File: src/rtl/mips_pkg.sv
// Shared MIPS core definitions used by the multiply/divide unit:
// op encodings, FSM states, divide-by-zero LO value and a magnitude helper.
package mips_pkg;

    localparam logic [1:0] MDU_MULT  = 2'b00;
    localparam logic [1:0] MDU_MULTU = 2'b01;
    localparam logic [1:0] MDU_DIV   = 2'b10;
    localparam logic [1:0] MDU_DIVU  = 2'b11;

    typedef enum logic [1:0] {
        MDU_IDLE = 2'b00,
        MDU_RUN  = 2'b01,
        MDU_DONE = 2'b10
    } mdu_state_e;

    localparam logic [31:0] MDU_DIV0_LO = 32'hFFFF_FFFF;

    // Two's-complement magnitude for signed ops; raw value for unsigned ops.
    function automatic logic [31:0] mdu_mag(input logic [31:0] v, input logic is_signed);
        logic [31:0] r;
        if (is_signed && v[31]) begin
            r = ~v + 32'd1;
        end else begin
            r = v;
        end
        return r;
    endfunction

endpackage

File: src/rtl/mdu_if.sv
// Request/result bundle between the execute-stage controller and the MDU.
interface mdu_if #(parameter int WIDTH = 32);
    logic             start;
    logic [1:0]       op;
    logic [WIDTH-1:0] a;
    logic [WIDTH-1:0] b;
    logic             mthi;
    logic             mtlo;
    logic [WIDTH-1:0] wdata;
    logic             busy;
    logic             done;
    logic [WIDTH-1:0] hi;
    logic [WIDTH-1:0] lo;

    modport master (
        output start, op, a, b, mthi, mtlo, wdata,
        input  busy, done, hi, lo
    );

    modport slave (
        input  start, op, a, b, mthi, mtlo, wdata,
        output busy, done, hi, lo
    );
endinterface

File: src/rtl/mdu_step.sv
// One radix-2 iteration: shift-add for multiply, restoring trial-subtract for divide.
// acc holds {upper, lower}: multiply keeps the multiplier in lower, divide the dividend/quotient.
module mdu_step #(
    parameter int WIDTH = 32
) (
    input  logic               is_div_i,
    input  logic [2*WIDTH-1:0] acc_i,
    input  logic [WIDTH-1:0]   opnd_i,
    output logic [2*WIDTH-1:0] acc_o
);

    logic [WIDTH:0] sum_s;
    logic [WIDTH:0] trial_s;
    logic [WIDTH:0] diff_s;

    // Trial remainder stays below twice the divisor, so bit WIDTH of diff is a clean borrow flag.
    always_comb begin
        sum_s   = {1'b0, acc_i[2*WIDTH-1:WIDTH]} + (acc_i[0] ? {1'b0, opnd_i} : {(WIDTH+1){1'b0}});
        trial_s = {acc_i[2*WIDTH-1:WIDTH], acc_i[WIDTH-1]};
        diff_s  = trial_s - {1'b0, opnd_i};
        if (is_div_i) begin
            if (!diff_s[WIDTH]) begin
                acc_o = {diff_s[WIDTH-1:0], acc_i[WIDTH-2:0], 1'b1};
            end else begin
                acc_o = {trial_s[WIDTH-1:0], acc_i[WIDTH-2:0], 1'b0};
            end
        end else begin
            acc_o = {sum_s, acc_i[WIDTH-1:1]};
        end
    end

endmodule

File: src/rtl/mdu.sv
// Iterative multiply/divide unit with architectural HI/LO registers.
// Works on operand magnitudes for 32 cycles, then applies the recorded signs once.
module mdu
    import mips_pkg::*;
#(
    parameter int WIDTH = 32
) (
    input  logic clk,
    input  logic rst,
    mdu_if.slave bus
);

    localparam int            CW       = $clog2(WIDTH);
    localparam logic [CW-1:0] CNT_LAST = CW'(WIDTH - 1);

    mdu_state_e         state_q, state_d;
    logic [CW-1:0]      cnt_q, cnt_d;
    logic [2*WIDTH-1:0] acc_q, acc_d;
    logic [WIDTH-1:0]   opnd_q, opnd_d;
    logic               is_div_q, is_div_d;
    logic               neg_lo_q, neg_lo_d;
    logic               neg_hi_q, neg_hi_d;
    logic               div0_q, div0_d;
    logic [WIDTH-1:0]   araw_q, araw_d;
    logic [WIDTH-1:0]   hi_q, hi_d;
    logic [WIDTH-1:0]   lo_q, lo_d;
    logic               busy_q, busy_d;
    logic               done_q, done_d;

    logic               op_signed_s;
    logic               op_div_s;
    logic [WIDTH-1:0]   mag_a_s;
    logic [WIDTH-1:0]   mag_b_s;
    logic               load_s;
    logic [2*WIDTH-1:0] step_s;
    logic [WIDTH-1:0]   fin_hi_s;
    logic [WIDTH-1:0]   fin_lo_s;

    mdu_step #(.WIDTH(WIDTH)) u_step (
        .is_div_i (is_div_q),
        .acc_i    (acc_q),
        .opnd_i   (opnd_q),
        .acc_o    (step_s)
    );

    // Operand decode and final sign fix-up from the last iteration's accumulator.
    always_comb begin
        op_signed_s = (bus.op == MDU_MULT) || (bus.op == MDU_DIV);
        op_div_s    = (bus.op == MDU_DIV)  || (bus.op == MDU_DIVU);
        mag_a_s     = mdu_mag(bus.a, op_signed_s);
        mag_b_s     = mdu_mag(bus.b, op_signed_s);
        load_s      = bus.start && ((state_q == MDU_IDLE) || (state_q == MDU_DONE));
        if (!is_div_q) begin
            {fin_hi_s, fin_lo_s} = neg_lo_q ? (~step_s + {{(2*WIDTH-1){1'b0}}, 1'b1}) : step_s;
        end else if (div0_q) begin
            fin_hi_s = araw_q;
            fin_lo_s = MDU_DIV0_LO;
        end else begin
            fin_hi_s = neg_hi_q ? (~step_s[2*WIDTH-1:WIDTH] + {{(WIDTH-1){1'b0}}, 1'b1})
                                : step_s[2*WIDTH-1:WIDTH];
            fin_lo_s = neg_lo_q ? (~step_s[WIDTH-1:0] + {{(WIDTH-1){1'b0}}, 1'b1})
                                : step_s[WIDTH-1:0];
        end
    end

    // Next-state, iteration and HI/LO update logic.
    always_comb begin
        state_d  = state_q;
        cnt_d    = cnt_q;
        acc_d    = acc_q;
        opnd_d   = opnd_q;
        is_div_d = is_div_q;
        neg_lo_d = neg_lo_q;
        neg_hi_d = neg_hi_q;
        div0_d   = div0_q;
        araw_d   = araw_q;
        hi_d     = hi_q;
        lo_d     = lo_q;

        case (state_q)
            MDU_IDLE: begin
                if (load_s) begin
                    state_d = MDU_RUN;
                end else begin
                    hi_d = bus.mthi ? bus.wdata : hi_q;
                    lo_d = bus.mtlo ? bus.wdata : lo_q;
                end
            end
            MDU_RUN: begin
                acc_d = step_s;
                if (cnt_q == CNT_LAST) begin
                    state_d = MDU_DONE;
                    cnt_d   = {CW{1'b0}};
                    hi_d    = fin_hi_s;
                    lo_d    = fin_lo_s;
                end else begin
                    cnt_d = cnt_q + {{(CW-1){1'b0}}, 1'b1};
                end
            end
            MDU_DONE: begin
                state_d = load_s ? MDU_RUN : MDU_IDLE;
            end
            default: begin
                state_d = MDU_IDLE;
                cnt_d   = {CW{1'b0}};
            end
        endcase

        // Divide keeps the dividend in the low half; multiply keeps the multiplier there.
        if (load_s) begin
            cnt_d    = {CW{1'b0}};
            acc_d    = {{WIDTH{1'b0}}, (op_div_s ? mag_a_s : mag_b_s)};
            opnd_d   = op_div_s ? mag_b_s : mag_a_s;
            is_div_d = op_div_s;
            neg_lo_d = op_signed_s && (bus.a[WIDTH-1] ^ bus.b[WIDTH-1]);
            neg_hi_d = op_signed_s && op_div_s && bus.a[WIDTH-1];
            div0_d   = op_div_s && (bus.b == {WIDTH{1'b0}});
            araw_d   = bus.a;
        end else begin
            araw_d = araw_q;
        end

        busy_d = (state_d == MDU_RUN);
        done_d = (state_d == MDU_DONE);
    end

    // State and data registers with synchronous active-low reset.
    always_ff @(posedge clk) begin
        if (!rst) begin
            state_q  <= MDU_IDLE;
            cnt_q    <= {CW{1'b0}};
            acc_q    <= {(2*WIDTH){1'b0}};
            opnd_q   <= {WIDTH{1'b0}};
            is_div_q <= 1'b0;
            neg_lo_q <= 1'b0;
            neg_hi_q <= 1'b0;
            div0_q   <= 1'b0;
            araw_q   <= {WIDTH{1'b0}};
            hi_q     <= {WIDTH{1'b0}};
            lo_q     <= {WIDTH{1'b0}};
            busy_q   <= 1'b0;
            done_q   <= 1'b0;
        end else begin
            state_q  <= state_d;
            cnt_q    <= cnt_d;
            acc_q    <= acc_d;
            opnd_q   <= opnd_d;
            is_div_q <= is_div_d;
            neg_lo_q <= neg_lo_d;
            neg_hi_q <= neg_hi_d;
            div0_q   <= div0_d;
            araw_q   <= araw_d;
            hi_q     <= hi_d;
            lo_q     <= lo_d;
            busy_q   <= busy_d;
            done_q   <= done_d;
        end
    end

    assign bus.busy = busy_q;
    assign bus.done = done_q;
    assign bus.hi   = hi_q;
    assign bus.lo   = lo_q;

endmodule
File: src/flat_wrapper.sv
// flat-port wrapper written by rule: the top's interface ports become plain ports
module mdu_flat import mips_pkg::*;
#(
    parameter int WIDTH = 32
)
  (clk, rst, bus_start, bus_op, bus_a, bus_b, bus_mthi, bus_mtlo, bus_wdata, bus_busy, bus_done, bus_hi, bus_lo);
  mdu_if #(.WIDTH(WIDTH)) bus_i ();
  input  logic clk;
  input  logic rst;
  input wire logic [$bits(bus_i.start)-1:0] bus_start;
  input wire logic [$bits(bus_i.op)-1:0] bus_op;
  input wire logic [$bits(bus_i.a)-1:0] bus_a;
  input wire logic [$bits(bus_i.b)-1:0] bus_b;
  input wire logic [$bits(bus_i.mthi)-1:0] bus_mthi;
  input wire logic [$bits(bus_i.mtlo)-1:0] bus_mtlo;
  input wire logic [$bits(bus_i.wdata)-1:0] bus_wdata;
  output wire logic [$bits(bus_i.busy)-1:0] bus_busy;
  output wire logic [$bits(bus_i.done)-1:0] bus_done;
  output wire logic [$bits(bus_i.hi)-1:0] bus_hi;
  output wire logic [$bits(bus_i.lo)-1:0] bus_lo;
  assign bus_i.start = bus_start;
  assign bus_i.op = bus_op;
  assign bus_i.a = bus_a;
  assign bus_i.b = bus_b;
  assign bus_i.mthi = bus_mthi;
  assign bus_i.mtlo = bus_mtlo;
  assign bus_i.wdata = bus_wdata;
  assign bus_busy = bus_i.busy;
  assign bus_done = bus_i.done;
  assign bus_hi = bus_i.hi;
  assign bus_lo = bus_i.lo;
  mdu #(.WIDTH(WIDTH)) u_core (.clk(clk), .rst(rst), .bus(bus_i));
endmodule
File: config.mk
export PLATFORM = sky130hd
export DESIGN_NAME = mdu_flat
export DESIGN_NICKNAME = d
export VERILOG_FILES = /design/src/rtl/mips_pkg.sv /design/src/rtl/mdu_if.sv /design/src/rtl/mdu_step.sv /design/src/rtl/mdu.sv /design/src/flat_wrapper.sv
export SDC_FILE = /design/constraint.sdc
export NUM_CORES = 1
export LEC_CHECK = 0
export CORE_ASPECT_RATIO = 1.1
export CORE_MARGIN = 2
export CORE_UTILIZATION = 55
export CTS_BUF_LIST = sky130_fd_sc_hd__clkbuf_2
export DETAILED_ROUTE_END_ITERATION = 12
export GPL_ROUTABILITY_DRIVEN = 1
export HOLD_SLACK_MARGIN = 0.1
export PLACE_DENSITY = 0.84
export SYNTH_ARGS = -nofsm -noshare
export SYNTH_HDL_FRONTEND = slang
export SYNTH_HIERARCHICAL = 1
export SYNTH_SLANG_ARGS = --single-unit
export TNS_END_PERCENT = 100
File: constraint.sdc
create_clock -name clk -period 4.8 [get_ports clk]
set_input_delay 1.2 -clock clk [delete_from_list [all_inputs] [get_ports clk]]
set_output_delay 1.2 -clock clk [all_outputs]
set_load 0.01 [all_outputs]
==> reports/summary.txt <==
status: finished with violations
DR iter-0 viols: 3320
critical path arrival: 5890 ps
slew of the pin with the lowest slew margin: 1185 ps
Synth Warn #: 6
worst-path fanout max: 5
critical path's slowest cell: or4_4
fin util: 0.7074
number of hold buffers added after cts: 0
top-area cell type share of the netlist area: 0.2329
Post-synth EDFFs: 0
initial antenna violation count: 3
Netlist cell types: 97
Top delay family on crit path: simple AND/OR/NAND/NOR gates
total of max-cap violations: 0
WP data required: 5780 ps
DP Worst Slack: -226.2 ps
fmax: 0.2037 GHz
CTS Sinks: 205
largest net degree at the start of global routing: 68
Slew HR: 0.2097
CP startpoint: u_core/acc_q[31]
# port buffers: 168
die height: 191.7 µm
DR vias: 21.67k
I/O pins: 169
Crit. End Element: register
placed insts: 3106
DR WL/cell: 25.23 µm
CP bufs+invs: 1
Clock Skews: 123.2 ps
Reg-to-Reg Start: u_core/acc_q[31]
crit share post-route: 1.023
maximum vdd drop: 283.9 µV
gpl congestion: 1.112
syn_nets: 2612
slowest stage delay, CP: 550 ps
top post-synthesis cells by area: dfxtp_1, nand2_1, a21oi_1
static leakage: 8.842 nW
Design Area, Final: 22270 µm²
total CTS buffers: 55
grt ovf: 0
core footprint: 31480 µm²
synth-to-layout area growth: 26.37%
Mapped Area: 17620 µm²
Seq/Total Area, Yosys: 0.2329
number of global-route vias before repair: 20.55k
Synth area leader: dfxtp_1
CTS root buf: clkbuf_2
CP dominant cell by count: or4_4
total track usage: 0.4603
Die Span X: 174.7 µm
Detailed Route WL: 81.29 mm
Final Slew Violations: 0
Clock Path Buffers: 3
first-pass GRT wire length: 118.4 mm
1st-pass router iterations: 6
Final Hold Vio Count: 0
Routed Antenna Nets: 0
CP cell instances: inv_2, ha_4, fa_2, nand2b_4, a21oi_4, o21ai_2, o21ai_2, a31oi_4, a21oi_4, xor2_4, mux2i_1, mux2_4, or4_4, or4_4, or4_4, nor3_4, mux2_4, a21oi_2
minimum clock period: 4910 ps
setup ws final: -110.0 ps
clock slew at reported path FFs: 110 ps
Top FF cell, synth: dfxtp_1
number of nets in the layout: 2937
failing checks: setup timing
kind of critical path: register to register
Hold Startpoint: u_core/bus.lo[13]
Vias/cell: 6.727
latest clock arrival within the worst-skew pair: 1050 ps
Initial Util: 0.5597
Post-Layout Cell Count: 3222
power density cells: 257.3 nW/µm²
Placement Cell Area: 21100 µm²
Die Area: 33490 µm²
CP Launch Type: register
H-tree Lvls: 2
worst hold path class: register to register
Synth Instances: 2437
RSZ-0062 raised after global routing: true
final setup fails: 6
Syn Area/Cell: 7.230 µm²
TritonCTS clock tree: done
DRC violations left: 0
# rows: 68
FFs w/ async S/R, synth: 0
share of layout cells above drive strength 1: 0.1872
synthesized flop and latch total: 205
DP HPWL: 61.68 mm
## layer usage
layer,global-route usage,up-vias,wire length [µm]
met5,0,-,18
met4,0.2987,2,6438
met3,0.1110,421,10190
met2,0.7338,1737,35500
met1,0.5556,9987,29130
li1,-,9527,-
## area by class of cell
class                           instances  area, µm²
Antenna cell                            3      7.507
Clock buffer                           73      365.4
Clock inverter                         21      101.3
Fill cell                            2646       9213
Inverter                               72      272.8
Multi-Input combinational cell       1978      13000
Sequential cell                       205       4110
Tap cell                              420      525.5
Timing Repair Buffer                  450       3887
## cell usage in the layout (no fill, tap or decap), types with 41 or more instances in the layout
master             n
clkdlybuf4s50_1  167
inv_1             68
o21ai_0           99
dfxtp_1          202
buf_4            271
ha_1              67
nand2_1          418
xnor2_1           96
nand3_1           74
o221ai_1          53
nor2_1           152
clkbuf_2          73
nor3_1            65
a21oi_1          209
xor2_1            69
mux2i_1           41
## synthesized netlist by cell type, types with 7 or more instances
library cell,count
or4_1,20
nand3_1,76
mux2_2,37
xnor2_1,97
a21o_1,30
and2_1,41
buf_1,19
dfxtp_1,205
nand2_1,419
nor4_1,22
nor2b_1,16
o2111ai_1,7
or2_2,8
and3_1,18
inv_1,71
xor2_1,69
o221ai_1,54
ha_1,70
nand2b_1,18
o41ai_1,15
nor3_1,71
o22ai_1,16
buf_2,15
o21bai_1,10
o211ai_1,22
a22oi_1,8
o31ai_1,29
clkbuf_1,133
nor4_2,7
a31oi_1,42
nor2_1,153
a21boi_0,25
nand4_1,22
mux2i_1,44
a21oi_1,221
o21a_1,16
o21ai_0,108
a311oi_1,12
a211oi_1,19
or3_1,25
## where the power goes
| part | internal [mW] | total (mW) | switching [mW] |
|---|---|---|---|
| sequential | 1.81 | 1.92 | 0.116 |
| clock | 0.429 | 1.27 | 0.839 |
| combinational | 1.02 | 2.54 | 1.52 |
| total | 3.25 | 5.73 | 2.48 |
## flip-flops by register name, summed over array words and instances, names as in the netlist
register / flops
u_core/bus.busy: 1
u_core/bus.done: 1
u_core/neg_hi_q: 1
u_core/bus.lo: 32
u_core/state_q: 2
u_core/opnd_q: 32
u_core/cnt_q: 5
u_core/is_div_q: 1
u_core/bus.hi: 32
u_core/neg_lo_q: 1
u_core/div0_q: 1
u_core/araw_q: 32
u_core/acc_q: 64
## logic make-up (layout without fill, tap and decap cells)
group                    after synthesis  in the layout  synth area share
other                                  0              3                 0
flip-flops                           205            205            0.2329
multiplexers                          82             82           0.04928
buffers and inverters                254            616           0.05922
AND/OR/NAND/NOR                      949            949            0.2554
AO/OA/AOI/OAI                        707            707            0.2662
adder cells (fa/ha/maj)               72             72           0.05198
XOR/XNOR                             168            168           0.08500
## worst min-delay path: cells and delay by family, from the launching register on
kind | cells | cell delay, ps
simple gates | 1 | 50
compound gates | 1 | 50
flops | 1 | 320
## final timing paths
kind / cells past startpoint / to / slack, ps
hold reg to reg: 2 / u_core/bus.lo[13] / 460
setup reg to reg: 18 / u_core/bus.hi[23] / -110
hold / removal: 2 / u_core/bus.lo[13] / 460
setup / recovery: 18 / u_core/bus.hi[23] / -110
## per-stage QoR
| stage | power (mW) | TNS (ps) | hold WS [ps] |
|---|---|---|---|
| 2_1_floorplan | 3.184 | -15.22 | 431.1 |
| 3_3_place_gp | 4.174 | -121.3 | 441.9 |
| 3_5_place_dp | 4.205 | -1626 | 445.0 |
| 4_1_cts | 5.488 | -150.2 | 459.9 |
| 5_1_grt | 5.919 | -1806 | 486.7 |
| 6_report | 5.729 | -378.2 | 460.7 |
## timing repair
| action | in CTS | in global routing |
|---|---|---|
| buffers inserted | 6 | 13 |
| pin swaps | 18 | 37 |
| setup endpoints to repair | 15 | 27 |
| cloned | 0 | 1 |
| gates resized for setup | 22 | 90 |
Note: power is estimated with default switching activity, not from simulation.
